[config.mk]
export PLATFORM = sky130hd
export DESIGN_NAME = limit_counter
export DESIGN_NICKNAME = d
export VERILOG_FILES = /design/src/rtl/limit_counter_pkg.sv /design/src/rtl/limit_counter.sv
export SDC_FILE = /design/constraint.sdc
export NUM_CORES = 1
export LEC_CHECK = 0
export ABC_AREA = 1
export BUFFER_PORTS_ARGS = -buffer_cell sky130_fd_sc_hd__buf_2
export CORE_UTILIZATION = 30
export CTS_CLUSTER_SIZE = 8
export DETAILED_ROUTE_END_ITERATION = 10
export PLACE_DENSITY = 0.5
export SYNTH_ARGS = -nofsm -noshare
export SYNTH_HDL_FRONTEND = slang
export SYNTH_SLANG_ARGS = --single-unit
[constraint.sdc]
create_clock -name clk -period 1.5 [get_ports clk]
set_clock_uncertainty 0.1 [all_clocks]
set_input_delay 0.225 -clock clk [delete_from_list [all_inputs] [get_ports clk]]
set_output_delay 0.225 -clock clk [all_outputs]
set_load 0.02 [all_outputs]
[src/rtl/limit_counter_pkg.sv]
// rtl/limit_counter_pkg.sv - shared types and next-value function for the bounded counter
package limit_counter_pkg;

    typedef enum logic {DIR_DN = 1'b0, DIR_UP = 1'b1} dir_e;

    // One spare bit above the widest supported count so +1 at the top never aliases.
    localparam int unsigned CALC_W = 33;

    typedef struct packed {
        logic [CALC_W-1:0] count;
        logic              tc;
        logic              ovf;
        logic              load_err;
    } step_t;

    function automatic step_t next_count(
        input logic [CALC_W-1:0] count,
        input logic [CALC_W-1:0] limit,
        input logic [CALC_W-1:0] start,
        input logic              saturate,
        input logic              clear,
        input logic              load,
        input logic [CALC_W-1:0] load_val,
        input logic              enable,
        input dir_e              dir
    );
        step_t res;
        res.count    = count;
        res.tc       = 1'b0;
        res.ovf      = 1'b0;
        res.load_err = 1'b0;
        if (clear) begin
            res.count = start;
        end else if (load) begin
            if (load_val > limit) begin
                res.count    = limit;
                res.load_err = 1'b1;
            end else begin
                res.count = load_val;
            end
        end else if (enable) begin
            if (dir == DIR_UP) begin
                if (count >= limit) begin
                    res.tc    = 1'b1;
                    res.ovf   = 1'b1;
                    res.count = saturate ? limit : '0;
                end else begin
                    res.count = count + 1'b1;
                end
            end else begin
                if (count == '0) begin
                    res.tc    = 1'b1;
                    res.ovf   = 1'b1;
                    res.count = saturate ? '0 : limit;
                end else begin
                    res.count = count - 1'b1;
                end
            end
        end
        return res;
    endfunction

endpackage

[src/rtl/limit_counter.sv]
// rtl/limit_counter.sv - bounded up/down counter with wrap/saturate, load, terminal pulse and sticky errors
module limit_counter
    import limit_counter_pkg::*;
#(
    parameter int unsigned WIDTH    = 4,
    parameter int unsigned LIMIT    = 10,
    parameter bit          SATURATE = 1'b0,
    parameter int unsigned START    = 0
) (
    input  logic             clk,
    input  logic             reset_n,
    input  logic             enable,
    input  logic             up_dn,
    input  logic             clear,
    input  logic             load,
    input  logic [WIDTH-1:0] load_val,
    input  logic             err_clr,
    output logic [WIDTH-1:0] count,
    output logic             at_max,
    output logic             at_min,
    output logic             tc,
    output logic             ovf_err,
    output logic             load_err
);

    if (WIDTH < 1 || WIDTH > CALC_W - 1) begin : g_bad_width
        $error("limit_counter: WIDTH out of range");
    end
    if (LIMIT == 0 || 64'(LIMIT) >= (64'd1 << WIDTH)) begin : g_bad_limit
        $error("limit_counter: LIMIT must satisfy 0 < LIMIT < 2**WIDTH");
    end
    if (START > LIMIT) begin : g_bad_start
        $error("limit_counter: START must not exceed LIMIT");
    end

    localparam logic [WIDTH-1:0]  LIMIT_W = WIDTH'(LIMIT);
    localparam logic [WIDTH-1:0]  START_W = WIDTH'(START);
    localparam logic [CALC_W-1:0] LIMIT_C = CALC_W'(LIMIT);
    localparam logic [CALC_W-1:0] START_C = CALC_W'(START);

    step_t nxt;

    always_comb begin
        nxt = next_count(CALC_W'(count), LIMIT_C, START_C, SATURATE,
                         clear, load, CALC_W'(load_val), enable, dir_e'(up_dn));
    end

    always_ff @(posedge clk) begin
        if (!reset_n) begin
            count    <= START_W;
            tc       <= 1'b0;
            ovf_err  <= 1'b0;
            load_err <= 1'b0;
        end else begin
            count    <= nxt.count[WIDTH-1:0];
            tc       <= nxt.tc;
            // A fresh error event outranks err_clr in the same cycle.
            ovf_err  <= nxt.ovf | (ovf_err & ~err_clr);
            load_err <= nxt.load_err | (load_err & ~err_clr);
        end
    end

    assign at_max = (count == LIMIT_W);
    assign at_min = (count == '0);

    a_count_le_limit : assert property (@(posedge clk) disable iff (!reset_n)
        count <= LIMIT_W);
    a_next_le_limit : assert property (@(posedge clk) disable iff (!reset_n)
        nxt.count <= LIMIT_C);
    a_tc_from_enable : assert property (@(posedge clk) disable iff (!reset_n)
        tc |-> $past(enable));
    a_ovf_rise : assert property (@(posedge clk) disable iff (!reset_n)
        $rose(ovf_err) |-> ($past(tc) == 1'b0 || 1'b1));

    c_up_bound : cover property (@(posedge clk) disable iff (!reset_n)
        enable && !clear && !load && up_dn && at_max);
    c_dn_bound : cover property (@(posedge clk) disable iff (!reset_n)
        enable && !clear && !load && !up_dn && at_min);

endmodule

Word-level counts from Yosys, hierarchy flattened:

Index checks and enable logic that the tools add are counted.

* output and inout bits: 9
* register bits after elaboration: 7

* muxes and demuxes: 12
* add/subtract/negate cells: 2
* reductions and logical operators: 4
* equal/unequal tests: 1
* magnitude comparators: 2
* bitwise gates (word level): 7

Operators by type and width (count)
* $mux 4: 4
* $mux 6: 2
* $mux 2: 3
* $add 4x1->4 const B: 1
* $eq 4x4->1 const B: 1
* $ge 4x4->1 const B: 1
* $gt 4x4->1 const B: 1
* $logic_not 4->1: 1
* $reduce_or 4->1: 1
* $sub 4x1->4 const B: 1
* $mux 1: 3
* $not 1->1: 3
* $and 1x1->1: 2
* $or 1x1->1: 2
* $reduce_bool 2->1: 1
* $reduce_or 2->1: 1

Depth between registers and ports, before layout:

Gate-level depths: netlist of the first run.

* word-level depth: 7
* mapped depth: 9
* depth with buffers taken out: 9

Worst setup path after synthesis of the first run:

Ideal clock, no wire load.

* path type: flip-flop to output port
* from: register count[1]
* to: output at_max
* required time: 1175 ps
* setup slack: -104 ps
* data arrival time: 1279 ps
* stages on the path, launching flop included: 4
* cell sequence: dfxtp_1 > ha_1 > inv_1 > nor3_1

* cells in the longest elaborated chain, start to end: 1

RTL lines
* start, declared: line limit_counter.sv:18 `output logic [WIDTH-1:0] count,`
* start signal, assigned: line limit_counter.sv:55 `count <= nxt.count[WIDTH-1:0];`
* $eq 4x4->1: line limit_counter.sv:63 `assign at_max = (count == LIMIT_W);`
* end, declared: line limit_counter.sv:19 `output logic at_max,`

Every way passes these cells.

Worst setup path after layout of the first run:

* from: register count[1]
* to: output at_min

* cells in the longest elaborated chain, start to end: 1

RTL lines
* $logic_not 4->1: line limit_counter.sv:64 `assign at_min = (count == '0);`
* end, declared: line limit_counter.sv:20 `output logic at_min,`

Every way passes these cells.

==> results of run 1 <==
-- kinds of logic after synthesis --
logic type,count (synthesis),synth area share (%)
and+or+nand+nor,34,31.02
buffers and inverters,21,15.40
AOI/OAI and AO/OA,17,21.26
DFF,7,24.29
adders and majority gates,3,6.508
xor gates and xnor gates,1,1.519
-- placed cells by master, fill, tap and decap left out --
cell type  netlist  routed
nor2_4           2       2
o21ai_1          1       1
nand3_2          1       1
ha_1             3       1
nand3_1          6       6
inv_4            0       1
nor3_1           2       1
a21oi_1          1       1
buf_6            1       1
o21ai_4          1       1
nor3_2           0       1
nand2_1         11      11
nor2_2           1       1
buf_2            1      17
ha_4             0       2
a21oi_2          3       3
nand2_2          5       5
nand4_1          1       1
o211ai_1         3       3
inv_2            1       3
clkbuf_4         0       3
dfxtp_2          0       2
dfxtp_1          7       4
nor2_1           4       4
or2_2            1       1
clkbuf_1         0       1
buf_4            0       8
o21ai_0          3       3
a31oi_1          2       2
a22oi_1          1       1
o22ai_1          2       2
xor2_1           1       1
inv_1           17      14
dfxtp_4          0       1
-- registers in the layout, indices dropped and copies added (netlist names) --
signal    flops
load_err      1
count         4
ovf_err       1
tc            1
-- worst paths after layout --
path | from | to | slack [ps] | cells past startpoint
setup / recovery | count[1]$_SDFFE_PP0P_ | at_min | 40 | 5
hold / removal | err_clr | load_err$_SDFF_PN0_ | 170 | 3
setup reg to reg | count[1]$_SDFFE_PP0P_ | count[0]$_SDFFE_PP0P_ | 140 | 9
hold reg to reg | load_err$_SDFF_PN0_ | load_err$_SDFF_PN0_ | 380 | 2
-- per-stage QoR --
step	hold WS, ps	power (µW)	TNS (ps)	cells
global route	193.4	584.0	0	135
detailed placement	363.5	357.2	0	128
global placement	357.2	357.9	0	128
CTS	176.8	546.7	-13.16	133
floorplan	307.0	312.1	0	83
finish	174.4	552.0	0	135
-- power groups by stage --
stage	clock, µW	sequential [µW]	combinational (µW)
after global placement	0	206	152
final	174	203	175
after global routing	187	204	193
after CTS	179	203	165
after detailed placement	0	206	151
after floorplan	0	214	98.1
-- per-layer routing --
layer	vias up	track usage [%]
li1	322	-
met1	275	20.14
met2	18	20.85
met3	2	4.762
met4	0	1.765
met5	-	0
-- Yosys cell counts --
cell      instances
nor2_4            2
nand3_2           1
buf_6             1
or2_2             1
nor2_1            4
o21ai_0           3
nor2_2            1
a21oi_1           1
buf_2             1
dfxtp_1           7
o21ai_4           1
o22ai_1           2
inv_2             1
o211ai_1          3
ha_1              3
a21oi_2           3
inv_1            17
xor2_1            1
nand2_2           5
nor3_1            2
a31oi_1           2
clkbuf_2          1
nand2_1          11
o21ai_1           1
nand3_1           6
a22oi_1           1
nand4_1           1
-- repair_timing --
| action | CTS | global route |
|---|---|---|
| gates resized for setup | 7 | 8 |
| endpoints found under the setup margin | 2 | 2 |
| pin swaps | 1 | 0 |
| setup buffers | 1 | 2 |
-- layout make-up --
cell class	instances	area, µm²
fillers	197	955.9
clock buffers	4	26.28
multi-input cells	55	377.9
repair buffers	26	156.4
flip-flops and latches	7	146.4
well taps	25	31.28
inverters	18	70.07
-- worst max-delay path, cell delays in order, from the launching register on --
cell and delay (ps):
dfxtp_4 360, inv_2 80, ha_4 140, nand2_2 60
nor2_4 110, buf_6 120
==> impl_results.md, run 1 <==
* Depth of the CTS H-tree at 1
* IO Port Bufs at 19
* Post-DP HPWL at 1079 µm
* WL met2 at 634 µm
* Sw Ratio at 32.53%
* Ports at 20
* Avg Inst Size Synth at 6.949 µm²
* Nets at 125
* Number of routed nets with antenna violations at 0
* First-pass GRT wire length at 2152 µm
* Fmax at 0.6863 GHz
* Routability congestion estimate at 0.7537
* Setup slack at placement at 127.1 ps
* Pre-antenna DRT Iters at 4
* Worst path required time at 1170 ps
* Remaining DRCs at 0
* GRT Overall Usage at 14.10%
* Dominant cells by area after synthesis: dfxtp_1 24%, inv_1 11%, nand2_1 7.2%
* Slew headroom at 78.51%
* Part of the power in combinational logic at 31.7%
* Crit share post-route at 97.14%
* Routed vias/inst at 4.570
* Final min period at 1457 ps
* Peak supply drop at 503.5 µV
* Via Count at 617
* Clk pwr share at 31.4%
* Post-synth top area share at 24.30%
* CTS tree: done
* Unrepaired setup endpoints after global routing: false
* Worst-path maximum fanout at 5
* # setup viols final at 0
* Total CTS buffers at 3
* DR WL/cell at 10.00 µm
* Area Overhead vs Synth at 40.13%
* Top Layer Used: met4
* GRT overflow at 0
* Final instance area at 808.3 µm²
* PnR worst setup slack at 42.91 ps
* Fin. max-slew vios at 0
* Post-synth cell types at 27
* Clock Latency Late Sink at 250 ps
* Switching Power at 179.6 µW
* Post-CTS Hold Buffers at 0
* Row Count at 15
* Initial antenna violation count at 0
* Worst-Margin Slew at 321.2 ps
* Root Driver: clkbuf_4
* Clock sink count at 7
* Core area at 1764 µm²
* Pwr dens at 682.9 nW/µm²
* Final hold vios at 0
* Die area at 2102 µm²
* LEAKAGE at 0.0004018 µW
* Share of post-route cells with drive strength above 1 at 48.18%
* Critical Path AT at 1130 ps
* Wl on met1 at 633 µm
* Min-delay worst type: in2reg
* Sequential power share at 36.8%
* Reg clk slew, reported paths at 50 ps
* Drt total wl at 1350 µm
* CP Capture Type: primary output
* Int Pwr at 372.4 µW
* Initial core utilization at 32.70%
* Die height at 45.85 µm
* Placed instance area at 716.9 µm²
* Status: complete, no violations
* Max-Cap Viols at 0
* Die width at 45.85 µm
* Maximum clock path buffer count at 2
* Vias in the first global route at 505
* Ant diodes at 0
* CP startpoint kind: flip-flop
* Register bit total from synthesis at 7
* Largest net degree at the start of global routing at 9
* Seq/Total Area, Yosys at 24.30%
* Critical path class: reg2out
* Syn_nets at 97
* Mapped Cells at 83
* Wire length on met3 at 71 µm
* Yosys warns at 0
* Biggest area consumer among synthesized cells: dfxtp_1
* Final core utilization at 45.82%
* Initial drt markers at 23
* Mapped cell area at 576.8 µm²
No activity file was read; power rests on OpenSTA's default activity.
==> run 2, diff against run 1 <==
clock period = 1.7 ns   (was 1.5 ns; I/O delays follow)
==> impl_results.md, run 2 (same netlist as run 1, synthesis figures left out) <==
* Register area at 141.4 µm²
* Fin. max-slew vios at 0
* Sequential power share at 38.4%
* Final hold vios at 0
* Share of post-route cells with drive strength above 1 at 40.00%
* DR WL/cell at 9.777 µm
* Biggest register: count
* Placed instance area at 696.9 µm²
* Sw Ratio at 32.94%
* GRT Overall Usage at 13.52%
* Critical path class: reg2out
* Ports at 20
* Switching Power at 153.6 µW
* LEAKAGE at 0.0003705 µW
* Pre-antenna DRT Iters at 4
* Unrepaired setup endpoints after global routing: false
* Int Pwr at 312.8 µW
* Reg2Reg Depth at 9
* Drt total wl at 1271 µm
* Fmax at 0.6245 GHz
* Reg clk slew, reported paths at 60 ps
* Status: complete, no violations
* Depth of the CTS H-tree at 1
* IO Port Bufs at 19
* Critical Path AT at 1250 ps
* Multi-input logic area at 350.3 µm²
* Leading cell type in the layout, fill and taps excluded: buf_2
* Maximum clock path buffer count at 2
* Clock sink count at 7
* Largest register FFs at 4
* Root Driver: clkbuf_4
* Clock Latency Late Sink at 260 ps
* Worst path required time at 1340 ps
* CP startpoint kind: flip-flop
* Initial antenna violation count at 0
* Die height at 45.85 µm
* Routability congestion estimate at 0.7833
* Slew headroom at 72.57%
* Final instance area at 729.5 µm²
* Post-CTS Hold Buffers at 0
* Max-Cap Viols at 0
* First-pass GRT wire length at 2028 µm
* Crit-path max cell delay at 360 ps
* Fillers at 202
* Most frequent cells in the layout: 18 x buf_2, 16 x inv_1, 11 x nand2_1
* Clk pwr share at 33.6%
* Remaining DRCs at 0
* Pwr Total at 466.4 µW
* Routed vias/inst at 4.562
* # setup viols final at 0
* Peak supply drop at 439.6 µV
* Buffers and inverters on the worst path at 2
* WHS Path Cells at 3
* Initial core utilization at 32.70%
* Largest net degree at the start of global routing at 9
* Final core utilization at 41.35%
* Die width at 45.85 µm
* Final min period at 1601 ps
* Die area at 2102 µm²
* CTS tree: done
* Worst-path maximum fanout at 7
* Crit. path cell count at 5
* Area Overhead vs Synth at 26.46%
* Number of routed nets with antenna violations at 0
* Part of the power in combinational logic at 28.0%
* Total CTS buffers at 3
* Cell chain of the critical path: inv_1, ha_2, nand2_2, nor2_4, buf_4
* Min-delay worst type: in2reg
* Total Neg Setup Slack at 0 ps
* Highest-delay cell along the critical path: dfxtp_2
* Core area at 1764 µm²
* Post-DP HPWL at 1030 µm
* Initial drt markers at 10
* Vias in the first global route at 488
* Pwr dens at 639.4 nW/µm²
* Crit share post-route at 94.19%
* Nets at 120
* Crit-path leading delay family: flip-flops
* Worst-Margin Slew at 410.9 ps
* CP Capture Type: primary output
* Via Count at 593
* Row Count at 15
* Ant diodes at 0
* GRT overflow at 0
run 2: cell count changes in the layout (fill, tap and decap cells not counted), sizes merged:
| cell | before | now |
|---|---|---|
| buf | 26 | 21 |
run 2: final timing paths:
| kind | startpoint | end | slack (ps) |
|---|---|---|---|
| hold / removal | err_clr | load_err$_SDFF_PN0_ | 200 |
| setup reg to reg | count[0]$_SDFFE_PP0P_ | count[0]$_SDFFE_PP0P_ | 370 |
| hold reg to reg | ovf_err$_SDFF_PN0_ | ovf_err$_SDFF_PN0_ | 360 |
| setup / recovery | count[1]$_SDFFE_PP0P_ | at_min | 100 |
run 2: cell type report:
cell class	instances	area share, %
clock buffers	4	3.602
inverters	18	9.262
multi-input cells	55	48.03
flip-flops and latches	7	19.38
well taps	25	4.288
repair buffers	21	15.44
run 2: what timing repair did:
item | in CTS | in global routing
endpoints found under the setup margin | 1 | 1
resized for setup | 1 | 3
buffers inserted | 0 | 0
run 2: routing by layer:
layer / GRT usage, % / vias up / wire (µm)
met1: 17.26 / 258 / 587
met2: 21.13 / 22 / 589
met4: 1.765 / 0 / 8
met3: 6.349 / 2 / 85
met5: 0 / - / 0
li1: - / 311 / -
run 2: metrics by stage:
stage               cells  worst slack (ps)  hold WS (ps)
finish                130             98.73         200.5
global route          130             15.64         211.4
detailed placement    126             249.7         359.4
floorplan              83             66.29         337.0
global placement      126             275.2         357.3
CTS                   130             38.12         192.5
run 2: worst min-delay path, stage by stage:
cell and delay (ps):
buf_2 70, or2_2 100, o22ai_1 60
run 2: power by group through the flow:
stage	Sequential, µW	Combinational, µW	Clock, µW
detailed placement	182	128	0
global route	180	147	170
floorplan	189	85.9	0
CTS	179	129	160
finish	179	131	157
global placement	182	129	0
